[config.mk]
export PLATFORM = sky130hd
export DESIGN_NAME = bram_scan_ctrl
export DESIGN_NICKNAME = d
export VERILOG_FILES = /design/src/rtl/bram_scan_ctrl.sv
export SDC_FILE = /design/constraint.sdc
export NUM_CORES = 1
export LEC_CHECK = 0
export BUFFER_PORTS_ARGS = -buffer_cell sky130_fd_sc_hd__clkbuf_2
export CORE_MARGIN = 1.5
export CORE_UTILIZATION = 49
export CTS_CLUSTER_DIAMETER = 200
export DETAILED_ROUTE_END_ITERATION = 8
export PLACE_DENSITY = 0.76
export RECOVER_POWER = 50
export SYNTH_ARGS = -nofsm -noshare
export SYNTH_HDL_FRONTEND = slang
export SYNTH_SLANG_ARGS = --single-unit
[constraint.sdc]
create_clock -name clk -period 2.5 [get_ports clk]
set_input_delay 0 -clock clk [delete_from_list [all_inputs] [get_ports clk]]
set_output_delay 0 -clock clk [all_outputs]
set_load 0.02 [all_outputs]
[src/rtl/bram_scan_ctrl.sv]
// Fill / verify controller for a single-port block RAM: writes the pattern seed+addr,
// reads it back through a RD_LAT-deep address pipeline and reports mismatch statistics.
module bram_scan_ctrl #(
    parameter int ADDR_W = 4,
    parameter int DATA_W = 8,
    parameter int RD_LAT = 1
) (
    input  logic              clk,
    input  logic              rst_n,
    input  logic              start,
    input  logic [1:0]        op,
    input  logic [DATA_W-1:0] seed,
    output logic              busy,
    output logic              done,
    output logic              pass,
    output logic [ADDR_W:0]   err_cnt,
    output logic [ADDR_W-1:0] first_err_addr,
    output logic              bram_we,
    output logic [ADDR_W-1:0] bram_addr,
    output logic [DATA_W-1:0] bram_din,
    input  logic [DATA_W-1:0] bram_dout
);

    localparam logic [2:0] S_IDLE     = 3'd0;
    localparam logic [2:0] S_FILL     = 3'd1;
    localparam logic [2:0] S_RD_ISSUE = 3'd2;
    localparam logic [2:0] S_RD_DRAIN = 3'd3;
    localparam logic [2:0] S_DONE     = 3'd4;

    localparam logic [1:0]        OP_FILL   = 2'b00;
    localparam logic [1:0]        OP_VERIFY = 2'b01;
    localparam logic [ADDR_W-1:0] ADDR_MAX  = '1;
    localparam logic [1:0]        LAT_LAST  = 2'(RD_LAT - 1);

    logic [2:0]        state_q, state_d;
    logic [DATA_W-1:0] seed_q, seed_d;
    logic [1:0]        op_q, op_d;
    logic [ADDR_W-1:0] addr_q, addr_d;
    logic [1:0]        lat_cnt_q, lat_cnt_d;
    logic [ADDR_W:0]   err_cnt_q, err_cnt_d;
    logic [ADDR_W-1:0] first_err_q, first_err_d;
    logic              pass_q, pass_d;

    // Read-side pipeline: stage RD_LAT-1 lines up with bram_dout.
    logic              pipe_v_q [RD_LAT];
    logic [ADDR_W-1:0] pipe_a_q [RD_LAT];

    logic              cmp_valid;
    logic [ADDR_W-1:0] cmp_addr;
    logic              mismatch;

    function automatic logic [DATA_W-1:0] pattern(input logic [DATA_W-1:0] s,
                                                  input logic [ADDR_W-1:0] a);
        return s + DATA_W'(a);
    endfunction

    always_ff @(posedge clk or negedge rst_n) begin
        if (!rst_n) begin
            pipe_v_q[0] <= 1'b0;
            pipe_a_q[0] <= '0;
        end else begin
            pipe_v_q[0] <= (state_q == S_RD_ISSUE);
            pipe_a_q[0] <= addr_q;
        end
    end

    generate
        for (genvar gi = 1; gi < RD_LAT; gi++) begin : g_pipe
            always_ff @(posedge clk or negedge rst_n) begin
                if (!rst_n) begin
                    pipe_v_q[gi] <= 1'b0;
                    pipe_a_q[gi] <= '0;
                end else begin
                    pipe_v_q[gi] <= pipe_v_q[gi-1];
                    pipe_a_q[gi] <= pipe_a_q[gi-1];
                end
            end
        end
    endgenerate

    assign cmp_valid = pipe_v_q[RD_LAT-1];
    assign cmp_addr  = pipe_a_q[RD_LAT-1];
    assign mismatch  = cmp_valid && (bram_dout != pattern(seed_q, cmp_addr));

    always_comb begin
        state_d     = state_q;
        seed_d      = seed_q;
        op_d        = op_q;
        addr_d      = addr_q;
        lat_cnt_d   = lat_cnt_q;
        err_cnt_d   = err_cnt_q;
        first_err_d = first_err_q;
        pass_d      = pass_q;

        if (mismatch) begin
            err_cnt_d = err_cnt_q + (ADDR_W+1)'(1);
            if (err_cnt_q == '0) begin
                first_err_d = cmp_addr;
            end
        end

        case (state_q)
            S_IDLE: begin
                if (start) begin
                    seed_d      = seed;
                    op_d        = op;
                    err_cnt_d   = '0;
                    first_err_d = '0;
                    pass_d      = 1'b0;
                    addr_d      = '0;
                    state_d     = (op == OP_VERIFY) ? S_RD_ISSUE : S_FILL;
                end
            end
            S_FILL: begin
                if (addr_q == ADDR_MAX) begin
                    addr_d  = '0;
                    state_d = (op_q == OP_FILL) ? S_DONE : S_RD_ISSUE;
                end else begin
                    addr_d = addr_q + ADDR_W'(1);
                end
            end
            S_RD_ISSUE: begin
                if (addr_q == ADDR_MAX) begin
                    lat_cnt_d = '0;
                    state_d   = S_RD_DRAIN;
                end else begin
                    addr_d = addr_q + ADDR_W'(1);
                end
            end
            S_RD_DRAIN: begin
                // The final compare lands on this same edge, so judge on the next count.
                if (lat_cnt_q == LAT_LAST) begin
                    pass_d  = (err_cnt_d == '0);
                    state_d = S_DONE;
                end else begin
                    lat_cnt_d = lat_cnt_q + 2'd1;
                end
            end
            S_DONE: begin
                state_d = S_IDLE;
            end
            default: begin
                state_d = S_IDLE;
            end
        endcase
    end

    always_ff @(posedge clk or negedge rst_n) begin
        if (!rst_n) begin
            state_q     <= S_IDLE;
            seed_q      <= '0;
            op_q        <= '0;
            addr_q      <= '0;
            lat_cnt_q   <= '0;
            err_cnt_q   <= '0;
            first_err_q <= '0;
            pass_q      <= 1'b0;
        end else begin
            state_q     <= state_d;
            seed_q      <= seed_d;
            op_q        <= op_d;
            addr_q      <= addr_d;
            lat_cnt_q   <= lat_cnt_d;
            err_cnt_q   <= err_cnt_d;
            first_err_q <= first_err_d;
            pass_q      <= pass_d;
        end
    end

    // Write strobe decodes straight from state so it falls the instant reset asserts.
    assign busy           = (state_q != S_IDLE);
    assign done           = (state_q == S_DONE);
    assign pass           = pass_q;
    assign err_cnt        = err_cnt_q;
    assign first_err_addr = first_err_q;
    assign bram_we        = (state_q == S_FILL);
    assign bram_addr      = addr_q;
    assign bram_din       = (state_q == S_FILL) ? pattern(seed_q, addr_q) : '0;

endmodule

==> results <==
- Once detailed placement completed, the half-perimeter wirelength came to 3380 um.
- Of the post-synthesis cell area, the dominant cell type holds 0.402.
- For this block, the routed nets add up to 5190 um of wire.
- The clock reaches the later pin of the worst-skew pair after slightly below 0.3 ns.
- The synthesized area per cell is a little over 10 um2.
- The overall global routing resource usage is 0.240.
- STA classifies the critical path endpoint as a flop.
- The Yosys warning count is 0.
- Entering global routing, the biggest net connects 35 pins.
- The number of nets in the final layout is 316.
- The synthesized netlist occupies a cell area of about 0.0021 mm2.
- The min-delay analysis places its worst path in the category primary input to flop.
- STA puts the critical path data arrival time at 2.93 ns.
- The worst clock skew on the final layout is a little under 0.004 ns.
- In this run the core area contains 23 standard-cell rows.
- The first-pass detailed-route iteration total is 5.
- The number of buffers added by the clock tree synthesis step is 5.
- The total via count after detailed routing is 1821.
- The checks that failed: negative setup slack.
- Counting instances in the post-synthesis netlist gives the leading cell types as dfrtp_1, nor2_1, ha_1, nand2_1.
- The synthesized design contains 0 enable-type register cells.
- The biggest fanout along the worst timing path is 4.
- The final hold violation count is 0.
- The maximum frequency from static timing analysis is between 300 and 400 MHz.
- The worst register-to-register path begins at seed_q[0]$_DFFE_PN0P_.
- In the routed design, unresolved DRC markers number 0.
- At the worst endpoint, the required time is between 2 and 3 ns.
- The clock network power share is 0.140.
- The number of port buffers is 45.
- The cell-internal power is just under 2 mW.
- The number of nets produced by synthesis is between 200 and 250.
- Max-cap violations in this run came to 0.
- The total I/O pin count is 46.
- The run finished, with violations left.
- Counting flops with an async set or reset pin after synthesis yields a share of 1.00.
- The logic gate share of total power is 0.577.
- The final max-slew violation count came to 0.
- The worst-case headroom to the max-slew limit is 0.414.
- Among all cell types in the netlist, the one instantiated most often is dfrtp_1.
- Before CTS, the worst setup slack after placement is -0.123 ns.
- Measured along the y axis, the die boundary spans around 69 um.
- The number of cells after detailed placement is 307.
- The die outline area is 0.00473 mm2.
- The share of total power dissipated in sequential elements is 0.283.
- In this run the most critical hold path is launched from start.
- The via count of the first global-routing pass came to roughly 1700.
- The effective utilization at floorplan is 0.518.
- After detailed routing, the average wire length per cell comes to roughly 16 um.
- The time the final worst path needs with I/O delays and setup is between 2 and 3 ns.
- The clock root buffer is clkbuf_8.
- dfrtp_1 takes more of the synthesized area than any other cell.
- The count of routing violations after the opening detailed-route iteration is 94.
- Synthesis inferred 34 register bits.
- In this run the power spent charging and discharging nets is 1.57 mW.
- The first-pass GRT wire length is 8140 um.
- For this design, the sink count on the clock tree is 34.
- The startpoint type of the worst setup path is a flop.
- Clock-pin slew was measured on the worst setup and hold paths at around 0.070 ns.
- Tracing the worst setup path back leads to its startpoint at seed_q[0]$_DFFE_PN0P_.
- Among all flip-flop cells after synthesis, the most frequent one is dfrtp_1.
- The layout-stage area growth over the synthesis result is 32.5%.
- The final core utilization is 0.687.
- The critical path class is flop to flop.
- The final instance count without filler cells is between 300 and 400.
- In this run the power density over the cells is about 1300 mW/mm2.
- Across all setup checks in the final design, the least slack found is -0.235 ns.
- The core box area is 0.00409 mm2.
- The final cycle utilization of the critical path is 1.09.
- The clock tree from TritonCTS is done.
- Routability-driven placement finished with a final weighted congestion of around 0.79.
- Of the total power, the share spent switching nets is 0.446.
- The horizontal die dimension is ~69 um.
- The fraction of final layout cells with drive strength greater than 1 is 0.305.
- The remaining number of nets flagged by the antenna check after routing is 0.
- The layout has around 330 filler cells.
- The number of antenna cells inserted is 0.
- For the pin with the worst max-slew slack, the measured transition is between 0.8 and 0.9 ns.
- Setup repair after global routing could not meet its margin everywhere.
- The number of antenna violations at the first check in global routing is 0.
- For this run, the register share of the synthesized area comes to 0.402.
- The maximum root-to-sink buffer count is 2.
- Counting distinct cell types in the post-synthesis netlist gives 44.
- The cell count after synthesis came out at roughly 210.
- The setup violation total in the final timing report is 10.
- The peak ir drop on the vdd network is roughly 0.62 mV.
- The H-tree was split into 2 levels.
- For this design the static power due to leakage is roughly 1.3 nW.
- Sorting the synthesized cells by area gives the leading types as dfrtp_1, ha_1, mux2_2.
- The number of vias per cell after detailed routing is between 5 and 6.
- The total overflow reported by the global router is 0.
-- metal layers --
metal / vias up / global-route usage / wire [um]
met5: - / 0 / 0
met4: 0 / 0.0735 / 99
met3: 11 / 0.0487 / 214
met2: 51 / 0.392 / 2540
met1: 875 / 0.322 / 2340
li1: 884 / - / -
-- area by class of cell --
| type | instances | area [um2] | area share |
|---|---|---|---|
| multi-input cells | 161 | 1320 | 0.470 |
| clock inverters | 1 | 30.0 | 0.0107 |
| flip-flops and latches | 34 | 851 | 0.303 |
| inverters | 10 | 37.5 | 0.0134 |
| repair buffers | 69 | 430 | 0.153 |
| well taps | 50 | 62.6 | 0.0223 |
| clock buffers | 7 | 76.3 | 0.0272 |
-- through the flow --
stage	hold WS, ns	area (um2)	setup TNS [ns]	total power, mW
2_1_floorplan	-0.296	2130	0	2.24
3_3_place_gp	0.147	2460	-0.0272	2.71
3_5_place_dp	0.154	2460	-0.508	2.76
4_1_cts	0.0103	2740	-0.410	3.38
5_1_grt	0.0315	2810	-2.71	3.77
6_report	0.0149	2810	-1.80	3.53
-- worst paths after layout --
kind                                       endpoint  slack, ns  cells after the start
max                                pass$_DFFE_PN0P_      -0.23                     10
min                          state_q[0]$_DFFE_PN0P_       0.01                      3
max reg2reg                        pass$_DFFE_PN0P_      -0.23                     10
min reg2reg                lat_cnt_q[1]$_DFFE_PN0P_       0.51                      1
max in group asynchronous     cmp_addr[0]$_DFF_PN0_       1.58                      2
min in group asynchronous      err_cnt[3]$_DFF_PN0_       0.37                      2
-- state kept, by name (all words and copies together) (netlist names) --
register and cells:
cmp_valid 1, err_cnt 5, cmp_addr 4, first_err_addr 4
seed_q 8, state_q 3, bram_addr 4, pass 1
lat_cnt_q 2, op_q 2
-- worst max-delay path: stages, from the launching register on --
cell       delay (ns)
dfrtp_1          0.40
ha_2             0.21
fa_2             0.55
xnor2_2          0.13
nand3_2          0.12
a2111oi_4        0.41
buf_4            0.20
a41oi_4          0.14
nand4_2          0.17
xnor2_2          0.08
o31ai_1          0.23
-- power groups by stage --
stage | clock (mW) | sequential, mW | combinational (mW)
floorplan | 0 | 0.988 | 1.25
global placement | 0 | 0.989 | 1.72
detailed placement | 0 | 0.997 | 1.76
CTS | 0.506 | 0.990 | 1.88
global route | 0.531 | 1.03 | 2.22
finish | 0.496 | 0.999 | 2.04
-- cell usage in the layout (no fill, tap or decap), drive strengths merged, types with 2 or more instances in the layout --
cell type    synthesis  layout
a21o                 2       2
mux2                11      11
xor2                 8       8
nor2                22      22
mux2i                4       4
buf                  1      13
nor2b                5       5
and2                 3       3
nand2               12      12
nand3b               3       3
or3                  2       2
clkbuf               3      52
a211oi               2       2
dlygate4sd3          0      11
nand4                2       2
and3                 4       4
a31oi                2       2
nand3                5       5
xnor2               11      11
inv                 10      10
o21ai               11      11
a41oi                2       3
nor3b                2       2
o21bai               3       3
a21oi               11      11
a22oi                2       2
nor3                 4       4
fa                   2       2
ha                  12      12
nand2b               3       3
dfrtp               34      34
-- what timing repair did --
action | 4_1_cts | 5_1_grt
resized for setup | 5 | 12
hold buffers | 11 | 0
endpoints found under the setup margin | 6 | 13
endpoints found under the hold margin | 44 | 0
setup buffers | 2 | 3
pin swaps | 2 | 9
cloned | 1 | 0
-- kinds of logic after synthesis --
group                      after synthesis  synth area share
DFF                                     34             0.402
buffers and inverters                   14            0.0248
muxes                                   15            0.0774
and+or+nand+nor                         68             0.168
AOI/OAI and AO/OA                       43             0.149
adders and majority gates               14            0.0898
xor gates and xnor gates                20            0.0892
(Power assumes the default switching activity.)
